==> config.mk <==
export PLATFORM = sky130hd
export DESIGN_NAME = dmem_wb_bridge_flat
export DESIGN_NICKNAME = d
export VERILOG_FILES = /design/src/rtl/dmem_wb_bridge_if.sv /design/src/rtl/dmem_wb_bridge.sv /design/src/flat_wrapper.sv
export SDC_FILE = /design/constraint.sdc
export NUM_CORES = 1
export LEC_CHECK = 0
export CORE_AREA = 2 2 118 120
export CTS_CLUSTER_SIZE = 24
export DETAILED_ROUTE_END_ITERATION = 8
export DIE_AREA = 0 0 120 122
export PLACE_DENSITY = 0.76
export SKIP_CTS_REPAIR_TIMING = 1
export SKIP_LAST_GASP = 1
export SLEW_MARGIN = 40
export SYNTH_ARGS = -nofsm -noshare
export SYNTH_HDL_FRONTEND = slang
export SYNTH_SLANG_ARGS = --single-unit
==> constraint.sdc <==
create_clock -name wb_clk_i -period 1.84 [get_ports wb_clk_i]
set_input_delay 0.276 -clock wb_clk_i [delete_from_list [all_inputs] [get_ports wb_clk_i]]
set_output_delay 0.276 -clock wb_clk_i [all_outputs]
set_load 0.02 [all_outputs]
==> src/rtl/dmem_wb_bridge_if.sv <==
// dmem_wb_bridge_if: Wishbone classic bus between the data-memory bridge and its slaves
interface dmem_wb_bridge_if #(
  parameter int ADDR_WIDTH = 16
);
  logic [ADDR_WIDTH-3:0] adr;
  logic [31:0]           dat_w;
  logic [31:0]           dat_r;
  logic                  we;
  logic [3:0]            sel;
  logic                  stb;
  logic                  cyc;
  logic                  ack;
  modport master (output adr, dat_w, we, sel, stb, cyc, input dat_r, ack);
  modport slave  (input adr, dat_w, we, sel, stb, cyc, output dat_r, ack);
endinterface

==> src/rtl/dmem_wb_bridge.sv <==
// dmem_wb_bridge: core load/store port to single Wishbone classic cycles with alignment check and timeout
module dmem_wb_bridge #(
  parameter int ADDR_WIDTH     = 16,
  parameter int TIMEOUT_CYCLES = 255
) (
  input  logic                   wb_clk_i,
  input  logic                   wb_rst_ni,
  input  logic                   req_valid_i,
  output logic                   req_ready_o,
  input  logic                   req_we_i,
  input  logic [31:0]            req_addr_i,
  input  logic [1:0]             req_size_i,
  input  logic                   req_unsigned_i,
  input  logic [31:0]            req_wdata_i,
  output logic                   resp_valid_o,
  output logic [31:0]            resp_rdata_o,
  output logic                   resp_err_o,
  dmem_wb_bridge_if.master       wb
);
  typedef enum logic {IDLE, BUS} state_t;
  state_t      state;
  logic [15:0] timer;
  logic [1:0]  size_q;
  logic [1:0]  off_q;
  logic        uns_q;
  logic        accept;
  logic        misaligned;
  logic [3:0]  sel_d;
  logic [31:0] wdat_d;
  logic [31:0] sh;
  logic [31:0] ext;
  logic        unused_addr;
  assign unused_addr = ^req_addr_i;
  assign accept = req_valid_i & req_ready_o;
  assign sh = wb.dat_r >> {off_q, 3'b000};
  // decode lane selects, replicated store data, alignment and the extended load result
  always_comb begin
    misaligned = (req_size_i == 2'b11) | (req_size_i == 2'b01 & req_addr_i[0]) |
                 (req_size_i == 2'b10 & |req_addr_i[1:0]);
    sel_d  = req_size_i == 2'b00 ? 4'b0001 << req_addr_i[1:0] :
             req_size_i == 2'b01 ? (req_addr_i[1] ? 4'b1100 : 4'b0011) : 4'b1111;
    wdat_d = req_size_i == 2'b00 ? {4{req_wdata_i[7:0]}} :
             req_size_i == 2'b01 ? {2{req_wdata_i[15:0]}} : req_wdata_i;
    ext    = size_q == 2'b00 ? {{24{~uns_q & sh[7]}}, sh[7:0]} :
             size_q == 2'b01 ? {{16{~uns_q & sh[15]}}, sh[15:0]} : sh;
  end
  // control FSM: accept or reject requests, run one bus cycle, respond on ack or timeout
  always_ff @(posedge wb_clk_i or negedge wb_rst_ni) begin
    if (!wb_rst_ni) begin
      state        <= IDLE;
      timer        <= '0;
      size_q       <= '0;
      off_q        <= '0;
      uns_q        <= 1'b0;
      req_ready_o  <= 1'b0;
      resp_valid_o <= 1'b0;
      resp_err_o   <= 1'b0;
      resp_rdata_o <= '0;
      wb.cyc       <= 1'b0;
      wb.stb       <= 1'b0;
      wb.we        <= 1'b0;
      wb.sel       <= '0;
      wb.adr       <= '0;
      wb.dat_w     <= '0;
    end else begin
      resp_valid_o <= 1'b0;
      if (state == IDLE) begin
        req_ready_o <= ~(accept & ~misaligned);
        if (accept && misaligned) begin
          resp_valid_o <= 1'b1;
          resp_err_o   <= 1'b1;
          resp_rdata_o <= '0;
        end else if (accept) begin
          state    <= BUS;
          timer    <= '0;
          size_q   <= req_size_i;
          off_q    <= req_addr_i[1:0];
          uns_q    <= req_unsigned_i;
          wb.cyc   <= 1'b1;
          wb.stb   <= 1'b1;
          wb.we    <= req_we_i;
          wb.sel   <= sel_d;
          wb.adr   <= req_addr_i[ADDR_WIDTH-1:2];
          wb.dat_w <= wdat_d;
        end
      end else if (wb.ack || timer == 16'(TIMEOUT_CYCLES - 1)) begin
        state        <= IDLE;
        wb.cyc       <= 1'b0;
        wb.stb       <= 1'b0;
        req_ready_o  <= 1'b1;
        resp_valid_o <= 1'b1;
        resp_err_o   <= ~wb.ack;
        resp_rdata_o <= (wb.ack && !wb.we) ? ext : '0;
      end else begin
        timer <= timer + 16'd1;
      end
    end
  end
endmodule
==> src/flat_wrapper.sv <==
// flat-port wrapper written by rule: the top's interface ports become plain ports
module dmem_wb_bridge_flat 
#(
  parameter int ADDR_WIDTH     = 16,
  parameter int TIMEOUT_CYCLES = 255
)
  (wb_clk_i, wb_rst_ni, req_valid_i, req_ready_o, req_we_i, req_addr_i, req_size_i, req_unsigned_i, req_wdata_i, resp_valid_o, resp_rdata_o, resp_err_o, wb_adr, wb_dat_w, wb_we, wb_sel, wb_stb, wb_cyc, wb_dat_r, wb_ack);
  dmem_wb_bridge_if #(.ADDR_WIDTH(ADDR_WIDTH)) wb_i ();
  input  logic wb_clk_i;
  input  logic wb_rst_ni;
  input  logic req_valid_i;
  output logic req_ready_o;
  input  logic req_we_i;
  input  logic [31:0] req_addr_i;
  input  logic [1:0] req_size_i;
  input  logic req_unsigned_i;
  input  logic [31:0] req_wdata_i;
  output logic resp_valid_o;
  output logic [31:0] resp_rdata_o;
  output logic resp_err_o;
  output wire logic [$bits(wb_i.adr)-1:0] wb_adr;
  output wire logic [$bits(wb_i.dat_w)-1:0] wb_dat_w;
  output wire logic [$bits(wb_i.we)-1:0] wb_we;
  output wire logic [$bits(wb_i.sel)-1:0] wb_sel;
  output wire logic [$bits(wb_i.stb)-1:0] wb_stb;
  output wire logic [$bits(wb_i.cyc)-1:0] wb_cyc;
  input wire logic [$bits(wb_i.dat_r)-1:0] wb_dat_r;
  input wire logic [$bits(wb_i.ack)-1:0] wb_ack;
  assign wb_adr = wb_i.adr;
  assign wb_dat_w = wb_i.dat_w;
  assign wb_we = wb_i.we;
  assign wb_sel = wb_i.sel;
  assign wb_stb = wb_i.stb;
  assign wb_cyc = wb_i.cyc;
  assign wb_i.dat_r = wb_dat_r;
  assign wb_i.ack = wb_ack;
  dmem_wb_bridge #(.ADDR_WIDTH(ADDR_WIDTH), .TIMEOUT_CYCLES(TIMEOUT_CYCLES)) u_core (.wb_clk_i(wb_clk_i), .wb_rst_ni(wb_rst_ni), .req_valid_i(req_valid_i), .req_ready_o(req_ready_o), .req_we_i(req_we_i), .req_addr_i(req_addr_i), .req_size_i(req_size_i), .req_unsigned_i(req_unsigned_i), .req_wdata_i(req_wdata_i), .resp_valid_o(resp_valid_o), .resp_rdata_o(resp_rdata_o), .resp_err_o(resp_err_o), .wb(wb_i));
endmodule
Yosys cells after proc, flatten, opt, wreduce, memory -nomap -nowiden:

Index checks and enable logic that the tools add are counted.
W data, S select, Z words.

* bitwise operators: 14
* reductions and logical operators: 13
* multiplexer cells: 31
* shift operators: 2
* equal/unequal tests: 8
* add/sub/neg operators: 1

Operator list (count)
* $mux W32: 8
* $mux W16: 4
* $shr A32 B5 Y32: 1
* $add A16 B1 Y16 const B: 1
* $eq A16 B8 Y1 const B: 1
* $mux W1: 16
* $mux W4: 3
* $reduce_and A3 Y1: 3
* $and A1 B1 Y1: 6
* $not A1 Y1: 6
* $eq A2 B1 Y1 const B: 2
* $eq A2 B2 Y1 const B: 2
* $logic_not A2 Y1: 2
* $ne A2 B2 Y1 const B: 2
* $reduce_bool A2 Y1: 2
* $shl A1 B2 Y4 const A: 1
* $logic_and A1 B1 Y1: 2
* $ne A2 B1 Y1 const B: 1
* $or A1 B1 Y1: 2
* $reduce_and A2 Y1: 1
* $reduce_or A2 Y1: 1
* $logic_not A1 Y1: 1
* $logic_or A1 B1 Y1: 1

* input bits: 104
* word-level logic and storage cells: 83
* register bits after elaboration: 109
* output and inout bits: 88

Longest topological paths before layout:

* depth after elaboration: 8
* mapped depth: 8
* depth with buffers taken out: 6

Worst setup path after synthesis:

OpenSTA, ideal clock, no wires.

* path kind: register to register
* start: register u_core.timer[0]
* end: register u_core.resp_rdata_o[24]
* required time: 1714 ps
* setup time: 126 ps
* buffers on the path: 2
* path slack: 45 ps
* period minus slack after synthesis: 1795 ps
* stages on the path, launching flop included: 9
* data arrival time: 1669 ps
* cell sequence: dfrtp_1 > inv_1 > ha_1 > nor4b_4 > and4_1 > buf_6 > a221oi_4 > buf_6 > a221o_1

* word-level cells in the longest chain between the ends: 4

Ends and longest elaborated chain
* from (decl): line dmem_wb_bridge.sv:22 `logic [15:0] timer;`
* from (signal assigned): line dmem_wb_bridge.sv:95 `timer <= timer + 16'd1;`
* $eq A16 B8 Y1: line dmem_wb_bridge.sv:86 `end else if (wb.ack || timer == 16'(TIMEOUT_CYCLES - 1)) begin`
* $logic_or A1 B1 Y1: line dmem_wb_bridge.sv:86
* $ne A2 B2 Y1 (no source line)
* $reduce_and A2 Y1 (no source line)
* to (signal assigned): line dmem_wb_bridge.sv:93 `resp_rdata_o <= (wb.ack && !wb.we) ? ext : '0;`
* to (decl): line dmem_wb_bridge.sv:16 `output logic [31:0] resp_rdata_o,`

Every way passes these cells.
A chain may end at the register's enable or synchronous reset.

Final worst setup path:

* start: register u_core.timer[1]
* end: register u_core.resp_rdata_o[2]

Same word-level chain as after synthesis.

==> impl_metrics.ini <==
[run_status]
status = complete, but fails checks
failed_checks = negative setup slack

[die]
pin_count = 192
fp.dieArea_um2 = 14600
die_boundary_height_um = 122
initial_utilization = 0.396
core_um2 = 13500
die_width_um = 120
placementRows = 43

[synthesis]
synth_area_leader = sky130_fd_sc_hd__dfrtp_1
area_share_of_the_largest_cell_type_after_synthesis = 0.510
synth_edf_count = 0
asyncSetResetFlopFracSynth = 1.00
synth_cell_types = 49
synth_fp_nets = 639
synth_top_cells_by_area = sky130_fd_sc_hd__dfrtp_1 (51%), sky130_fd_sc_hd__nand2_1 (9.0%), sky130_fd_sc_hd__mux2i_1 (7.9%)
syn_area_um2 = 5350
ys_warn_count = 0
post-synth-top-count-cell = sky130_fd_sc_hd__nand2_1
synth.avg_cell_area_um2 = 10.0
synth-seq-area-share = 0.510
synth_common_cells = sky130_fd_sc_hd__nand2_1 (128), sky130_fd_sc_hd__dfrtp_1 (109), sky130_fd_sc_hd__o21ai_0 (48), sky130_fd_sc_hd__mux2i_1 (42), sky130_fd_sc_hd__a21oi_1 (23)
dominantRegCellSynth = sky130_fd_sc_hd__dfrtp_1
synth_seq_cells = 109
netlist_instances = 533

[sta]
timing_worst_slew_pin_value_ns = 0.729
period_share = 1.02
timing.final.max_slew_violations = 0
timing.fmax_mhz = 532
grt_setup_unrepaired = yes
finalWorstPathRequiredPeriod_ns = 1.88
timing.final.hold_violations = 0
slew-limit-headroom = 0.514
fin_worst_skew_ns = 0.00902
timing.final.ws_setup_ns = -0.0400
setup_viol = 27

[routing]
detail_routed_via_count_per_cell = 5.42
routed_length_per_placed_instance_um = 17.7
met3_length_um = 1460
drt_pass1_iterations = 5
routed.top_layer = met4
detail_route.wirelength.met1_um = 6560
wl_um = 16300
routed-via-count = 5002
drt_drc_violations_left = 0
antenna_violating_nets_post_route = 0
detailedRoute.firstIterationViolations = 475
met2_length_um = 7840

[place]
place_hpwl_um = 11900
gp_congestion = 0.929
post-place-ws_ns = -0.261
port_buffers = 175
post-place-cells = 904

[global_routing]
largest_net_degree_at_the_start_of_global_routing = 64
antenna_found_initial = 0
globalRoute.totalOverflow = 0
wire_length_of_the_first_global_routing_pass_um = 25500
grtUsageTotal = 0.222
first_global_vias = 5020

[clock_tree]
clock-root-buffer = sky130_fd_sc_hd__clkbuf_16
clock_tree.htree_level_count = 3
cts_tree = yes
path_clk_slew_ns = 0.07
clock_sinks = 109
worstSkewPairLatency_ns = 0.36
clockBufferDepth = 2
cts_inserted_buffers = 9

[final_layout]
final_core_utilization = 0.591
fillCellCount = 1117
post_route_cells_drive_above_1_share = 0.132
fin_cells = 923
area_delta_synth_final_pct = 49.1
num-nets-final = 845
antennaDiodeCount = 0

[worst_setup_path]
r2r.worst_path.cells = 6
crit_required_ns = 2.13
criticalPathCategory = flip-flop to flip-flop
cp-end-kind = flip-flop
worst_ep_arrival_time_ns = 2.17
worstPathMaxFanout = 17
worst_setup_path_start_kind = flip-flop

[pwr]
ir_worst_vdd_mv = 0.576
cellLeakagePower_nw = 3.57
power_density_nw_per_um2 = 1150

[run]
cap_viol_max_count = 0

[hold_path]
hold_class = input pin to asynchronous set/reset pin
-- cells in the final DEF (no fill, tap or decap), drive strengths merged, types with 2 or more instances in the layout --
master	count
clkdlybuf4s50	174
nand2	128
dfrtp	109
buf	57
o21ai	48
mux2i	42
a21oi	23
a221o	18
nor2	18
a22o	17
clkbuf	11
mux2	9
inv	8
o31ai	7
nand3	7
nand4	5
nand2b	4
or4	4
xnor2	4
nor2b	4
or3	4
nor4	4
o311ai	4
and3	3
and4	3
and3b	3
a221oi	2
a22oi	2
a21o	2
ha	2
clkinv	2
-- worst paths after layout --
path | start | endpoint | slack (ns)
min | wb_rst_ni | u_core.timer[5] | 0.28
min reg2reg | u_core.wb.adr[3] | u_core.wb.adr[3] | 0.48
max in group asynchronous | wb_rst_ni | u_core.resp_rdata_o[21] | 1.02
max reg2reg | u_core.timer[1] | u_core.resp_rdata_o[2] | -0.04
max | u_core.timer[1] | u_core.resp_rdata_o[2] | -0.04
min in group wb_clk_i | req_unsigned_i | u_core.uns_q | 0.44
-- layer usage --
metal | track usage | vias up
met5 | 0 | -
met4 | 0.0904 | 0
met1 | 0.272 | 2442
li1 | - | 2313
met2 | 0.363 | 212
met3 | 0.0716 | 35
-- registers in the layout, summed over array words and instances (netlist names), 2 cells and up --
name	count
u_core.timer	16
u_core.wb.sel	4
u_core.size_q	2
u_core.wb.adr	14
u_core.off_q	2
u_core.resp_rdata_o	32
u_core.wb.dat_w	32
-- through the flow --
step | power [mW] | area [µm²] | setup TNS (ns) | hold slack (ns)
6_report | 9.15 | 7980 | -0.586 | 0.281
5_1_grt | 9.62 | 7980 | -3.44 | 0.298
4_1_cts | 9.10 | 7870 | -1.22 | -0.280
3_5_place_dp | 7.10 | 7580 | -10.15 | 0.102
3_3_place_gp | 6.99 | 7560 | -11.14 | 0.103
2_1_floorplan | 5.18 | 5350 | 0 | -0.0196
-- worst max-delay path, cell delays in order, from the launching register on --
cell	delay (ns)
sky130_fd_sc_hd__dfrtp_1	0.42
sky130_fd_sc_hd__ha_4	0.17
sky130_fd_sc_hd__nor4b_4	0.13
sky130_fd_sc_hd__and4_4	0.20
sky130_fd_sc_hd__a221oi_4	0.46
sky130_fd_sc_hd__clkbuf_16	0.28
sky130_fd_sc_hd__a22o_1	0.15
-- cell families (layout without fill, tap and decap cells) --
family	Yosys count	in the layout	synth area share
buffers and inverters	45	255	0.0468
AND/OR/NAND/NOR	194	194	0.166
flip-flops	109	109	0.510
AO/OA/AOI/OAI	127	127	0.165
adder cells (fa/ha/maj)	2	2	0.00468
XOR/XNOR	4	4	0.00655
multiplexers	52	52	0.102
-- power breakdown --
part	internal, mW	leakage (nW)	switching, mW
clock	1.06	0.144	0.926
sequential	2.98	1.41	0.407
combinational	1.87	2.02	1.91
total	5.91	3.57	3.24
-- area by class of cell --
cell class                 instances  area (µm²)  share of cell area
sequential                       109        2730               0.342
clock inverter                     6        71.3             0.00894
inverter                           6        22.5             0.00282
multi-input combinational        379        2420               0.304
clock buffer                       9         225              0.0282
tap                              180         225              0.0282
timing repair buffer             234        2280               0.286
No activity file was read; power rests on OpenSTA's default activity.
==> RTL edit 1: new RTL, same settings <==
`ADDR_WIDTH` is set to 16 in 3 places; all go to 15.
--- a/src/rtl/dmem_wb_bridge_if.sv
+++ b/src/rtl/dmem_wb_bridge_if.sv
@@ -1,6 +1,6 @@
 // dmem_wb_bridge_if: Wishbone classic bus between the data-memory bridge and its slaves
 interface dmem_wb_bridge_if #(
-  parameter int ADDR_WIDTH = 16
+  parameter int ADDR_WIDTH = 15
 );
   logic [ADDR_WIDTH-3:0] adr;
   logic [31:0]           dat_w;
--- a/src/rtl/dmem_wb_bridge.sv
+++ b/src/rtl/dmem_wb_bridge.sv
@@ -1,6 +1,6 @@
 // dmem_wb_bridge: core load/store port to single Wishbone classic cycles with alignment check and timeout
 module dmem_wb_bridge #(
-  parameter int ADDR_WIDTH     = 16,
+  parameter int ADDR_WIDTH     = 15,
   parameter int TIMEOUT_CYCLES = 255
 ) (
   input  logic                   wb_clk_i,
--- a/src/flat_wrapper.sv
+++ b/src/flat_wrapper.sv
@@ -1,7 +1,7 @@
 // flat-port wrapper written by rule: the top's interface ports become plain ports
 module dmem_wb_bridge_flat 
 #(
-  parameter int ADDR_WIDTH     = 16,
+  parameter int ADDR_WIDTH     = 15,
   parameter int TIMEOUT_CYCLES = 255
 )
   (wb_clk_i, wb_rst_ni, req_valid_i, req_ready_o, req_we_i, req_addr_i, req_size_i, req_unsigned_i, req_wdata_i, resp_valid_o, resp_rdata_o, resp_err_o, wb_adr, wb_dat_w, wb_we, wb_sel, wb_stb, wb_cyc, wb_dat_r, wb_ack);
Ports: changed (resized wb_adr); port bits go from 192 to 191. The function was not compared with the original's and may differ.
==> RTL edit 1 against the unedited design <==
The flow still finishes with violations (setup timing). Setup slack worse by 0.19 ns. Clock power is 5% higher. Routed wire length is 0.83% lower. Power is 1.1% higher. Sequential cell count is 1 lower. Area after synthesis is 1.3% lower. Clock skew is 0.0019 ns lower. Count of clock-buffer cells in the layout is 3 higher. Sequential share of layout area hardly changed. Die area stayed put. Final area is 1.0% lower.
==> RTL edit 1: results <==
{
  "fillCellCount": 1149,
  "finalNonFillerCells": 928,
  "nNetsFinal": 849,
  "wl_per_cell_um": 17.4,
  "grt_pass1_wl_um": 25700,
  "detail_route.iter0.violations": 398,
  "synth_common_cells": "nand2_1, dfrtp_1, o21ai_0, mux2i_1, clkbuf_1",
  "synth_nets": 649,
  "setup-violations-final": 44,
  "p_seq_share_pct": 36.4,
  "power_leakage_uw": 0.00353,
  "violations": "setup timing",
  "cp_data_arrival_time_ns": 2.31,
  "fin_ws_ns": -0.233,
  "clockBufferDepth": 2,
  "place_ws_ns": -0.266,
  "max_slew.worst_pin.slew_ns": 0.796,
  "syn_inst": 543,
  "setup_tns_ns": -7.57,
  "gp_congestion": 0.859,
  "netlist_top_cells_area": "dfrtp_1, nand2_1, mux2i_1",
  "power_frac_clock_pct": 22.6,
  "grtUsageTotal_pct": 22.2,
  "place_area_um2": 7510,
  "swShare_pct": 34.9,
  "r2r_start": "u_core.timer[0]",
  "io_buffers": 173,
  "drive_above_1_share_pct": 11.5,
  "cpPeakStageDelay_ns": 0.47,
  "yosysUniqueCellTypes": 52,
  "power_uw": 9250,
  "crit_fanout": 16,
  "path_delay_family": "simple AND/OR/NAND/NOR gates",
  "grt_max_degree": 57,
  "drt_first_pass_iters": 5,
  "dp_hpwl_um": 11700,
  "skew_ns": 0.00715,
  "vias": 5094,
  "status": "finished, violations left",
  "ir_worst_vdd_mv": 0.553,
  "ys_seq_area_share_pct": 51.2,
  "slowest_stage": "o41a_1",
  "dpl.cell_count": 907
}
[RTL edit 1: cell types whose count changed after synthesis, sizes merged, moves of 5 or more]
| cell | before | now |
|---|---|---|
| a21oi | 23 | 17 |
| a221o | 18 | 2 |
| a221oi | 2 | 8 |
| a32o | 0 | 7 |
| buf | 23 | 14 |
| clkbuf | 16 | 27 |
| nand2 | 128 | 145 |
| o2bb2ai | 0 | 8 |
| or3 | 4 | 9 |
[RTL edit 1: layout make-up]
cell class	instances	area, um2	share of cell area [%]
flip-flops and latches	108	2700	34.2
repair buffers	228	2210	28.0
clock buffers	12	246	3.12
multi-input cells	390	2420	30.6
inverters	6	22.5	0.285
clock inverters	4	72.6	0.919
well taps	180	225	2.85
[RTL edit 1: worst paths after layout]
path | endpoint | slack (ns) | cells after the start
setup / recovery | u_core.resp_rdata_o[21] | -0.23 | 6
hold / removal | u_core.resp_rdata_o[24] | 0.32 | 2
setup reg to reg | u_core.resp_rdata_o[21] | -0.23 | 6
hold reg to reg | u_core.wb.adr[3] | 0.48 | 2
max in group asynchronous | u_core.wb.sel[3] | 1.01 | 3
min in group wb_clk_i | u_core.wb.adr[0] | 0.46 | 3
[RTL edit 1: metal layers]
layer | share of wire, % | GRT usage, % | routed length (um) | vias to the layer above
met4 | 3.5 | 10.7 | 562 | 0
met1 | 41 | 28.5 | 6590 | 2461
met3 | 8.3 | 5.43 | 1340 | 52
li1 | - | - | - | 2324
met2 | 48 | 35.2 | 7700 | 257
met5 | 0 | 0 | 0 | -
[RTL edit 1: cell families after synthesis]
logic type                 after synthesis  synth area share (%)
and+or+nand+nor                        209                  17.7
AOI/OAI and AO/OA                      123                  15.9
DFF                                    108                  51.2
muxes                                   51                  10.1
buffers and inverters                   47                  4.15
xor gates and xnor gates                 3                 0.498
adders and majority gates                2                 0.474
==> RTL edit 2: new RTL, config.mk and constraints unchanged <==
Made on the original files. Make the reset (`wb_rst_ni`) synchronous in one clocked block.
--- a/src/rtl/dmem_wb_bridge.sv
+++ b/src/rtl/dmem_wb_bridge.sv
@@ -45,7 +45,7 @@
              size_q == 2'b01 ? {{16{~uns_q & sh[15]}}, sh[15:0]} : sh;
   end
   // control FSM: accept or reject requests, run one bus cycle, respond on ack or timeout
-  always_ff @(posedge wb_clk_i or negedge wb_rst_ni) begin
+  always_ff @(posedge wb_clk_i) begin
     if (!wb_rst_ni) begin
       state        <= IDLE;
       timer        <= '0;
Function: differs if wb_rst_ni is asserted again (counterexample within 4 cycles, from zero or initial values and one cycle with wb_rst_ni low); with wb_rst_ni held inactive, the same outputs for 4 cycles.
==> RTL edit 2 against the unedited design <==
Clock skew shrank 0.0023 ns. Sequential cell count did not move. Synthesized cell count up 9.4%. Final area down 5.3%. Critical path depth down 1. Count of clock-buffer cells in the layout increased by 2. Sequential share of layout area fell by 5.3 points. Area after synthesis fell by 6.9%. Worst hold slack improved by 0.17 ns. Routed wire length shrank 6.9%. Setup slack improved by 0.10 ns.
Power is not compared: it rests on default switching activity, and its combinational part moved more than twofold at a synthesized area within 25%.
==> RTL edit 2: results <==
{
  "status": "complete, no violations",
  "synthMuxAreaShare_pct": 9.07,
  "ys_async_sr_fraction_pct": 0,
  "antenna_found_initial": 0,
  "crit_fanout": 32,
  "skew_ns": 0.00674,
  "drt_first_pass_iters": 5,
  "gr-total-overflow": 0,
  "cts_max_level": 3,
  "worstSkewPairLatency_ns": 0.35,
  "cp_data_arrival_time_ns": 2.02,
  "cts_root_buffer": "clkbuf_16",
  "yosysUniqueCellTypes": 47,
  "yosys.area_share.adder_pct": 0.502,
  "drive_above_1_share_pct": 11.5,
  "synth-compound-area-share_pct": 23.1,
  "ir_worst_vdd_mv": 0.492,
  "ys_seq_area_share_pct": 43.8,
  "grtUsageTotal_pct": 20.4,
  "io_buffers": 175,
  "cts_buffers": 9,
  "ys.flop_type": "dfxtp_1",
  "dp_hpwl_um": 11300,
  "synth-xor-area-share_pct": 0,
  "place_area_um2": 7190,
  "wl_um": 15200,
  "clockBufferDepth": 2,
  "synth_nets": 689,
  "power_leakage_uw": 0.00266,
  "antennaDiodeCount": 0,
  "min_path_type": "flip-flop to flip-flop",
  "max_slew_margin_pct": 56.4,
  "fillCellCount": 1204,
  "vias_per_cell": 5.26,
  "grt_max_degree": 50,
  "yosysWarnings": 0,
  "grt_pass1_wl_um": 24000,
  "top_regs": "u_core.resp_rdata_o x32, u_core.wb.dat_w x32, u_core.timer x16",
  "nNetsFinal": 881,
  "gp_congestion": 0.902,
  "netlist_top_cells_area": "dfxtp_1, nand2_1, mux2i_1",
  "clk_pin_slew_ns": 0.07,
  "synth_common_cells": "nand2_1, dfxtp_1, a21oi_1, o21ai_0, mux2i_1",
  "grt_pass1_vias": 4852,
  "detail_route.iter0.violations": 215
}
RTL edit 2: cell count changes in the layout (fill, tap and decap cells not counted), sizes merged, moves of 10 or more:
cell and delta:
a21oi +40, a221o -18, a311oi +10, dfrtp -109, dfxtp +109
RTL edit 2: layout make-up:
cell class	instances	area share, %
repair buffers	228	29.7
flip-flops and latches	109	28.9
inverters	7	0.348
multi-input cells	420	33.9
clock buffers	11	3.21
clock inverters	5	0.862
well taps	180	2.98
RTL edit 2: where the power goes:
group | leakage, uW | total [uW] | switching, uW | internal [uW]
clock | 0.000151 | 2030 | 914 | 1110
combinational | 0.00163 | 891 | 426 | 465
sequential | 0.000884 | 2470 | 43.5 | 2430
RTL edit 2: per-layer routing:
layer / wire [um] / GRT usage, %
met3: 945 / 5.38
met2: 7660 / 35.6
met4: 326 / 8.24
met5: 0 / 0
met1: 6250 / 23.9
RTL edit 2: path summary, 6_finish.rpt:
kind                                        start                 endpoint  slack, ns  cells past startpoint
worst max-delay path             u_core.timer[13]  u_core.resp_rdata_o[31]       0.06                      5
worst min-delay path            u_core.wb.adr[12]        u_core.wb.adr[12]       0.45                      2
worst max register to register   u_core.timer[13]  u_core.resp_rdata_o[31]       0.06                      5
worst min register to register  u_core.wb.adr[12]        u_core.wb.adr[12]       0.45                      2
RTL edit 2: kinds of logic (layout without fill, tap and decap cells):
family                   Yosys count  after routing
multiplexers                      43             43
buffers and inverters             54            251
AO/OA/AOI/OAI                    177            177
AND/OR/NAND/NOR                  198            198
flip-flops                       109            109
adder cells (fa/ha/maj)            2              2
RTL edit 2: through the flow:
step | total power, uW | util [%] | setup WS [ns] | std cells | hold WS (ns)
after floorplan | 2920 | - | -0.00561 | 583 | 0.412
after CTS | 5440 | 55.5 | -0.165 | 956 | 0.455
after global routing | 5600 | 55.9 | -0.0258 | 960 | 0.467
after detailed placement | 3410 | 53.3 | -0.526 | 940 | 0.448
after global placement | 3400 | 53.3 | -0.412 | 940 | 0.443
final | 5390 | 55.9 | 0.0626 | 960 | 0.454
RTL edit 2: worst max-delay path, stage by stage (launching register included):
cell and delay [ns]:
dfxtp_2 0.33, or4_4 0.54, nor4_4 0.24, a21oi_2 0.12, buf_12 0.18, a22o_1 0.24
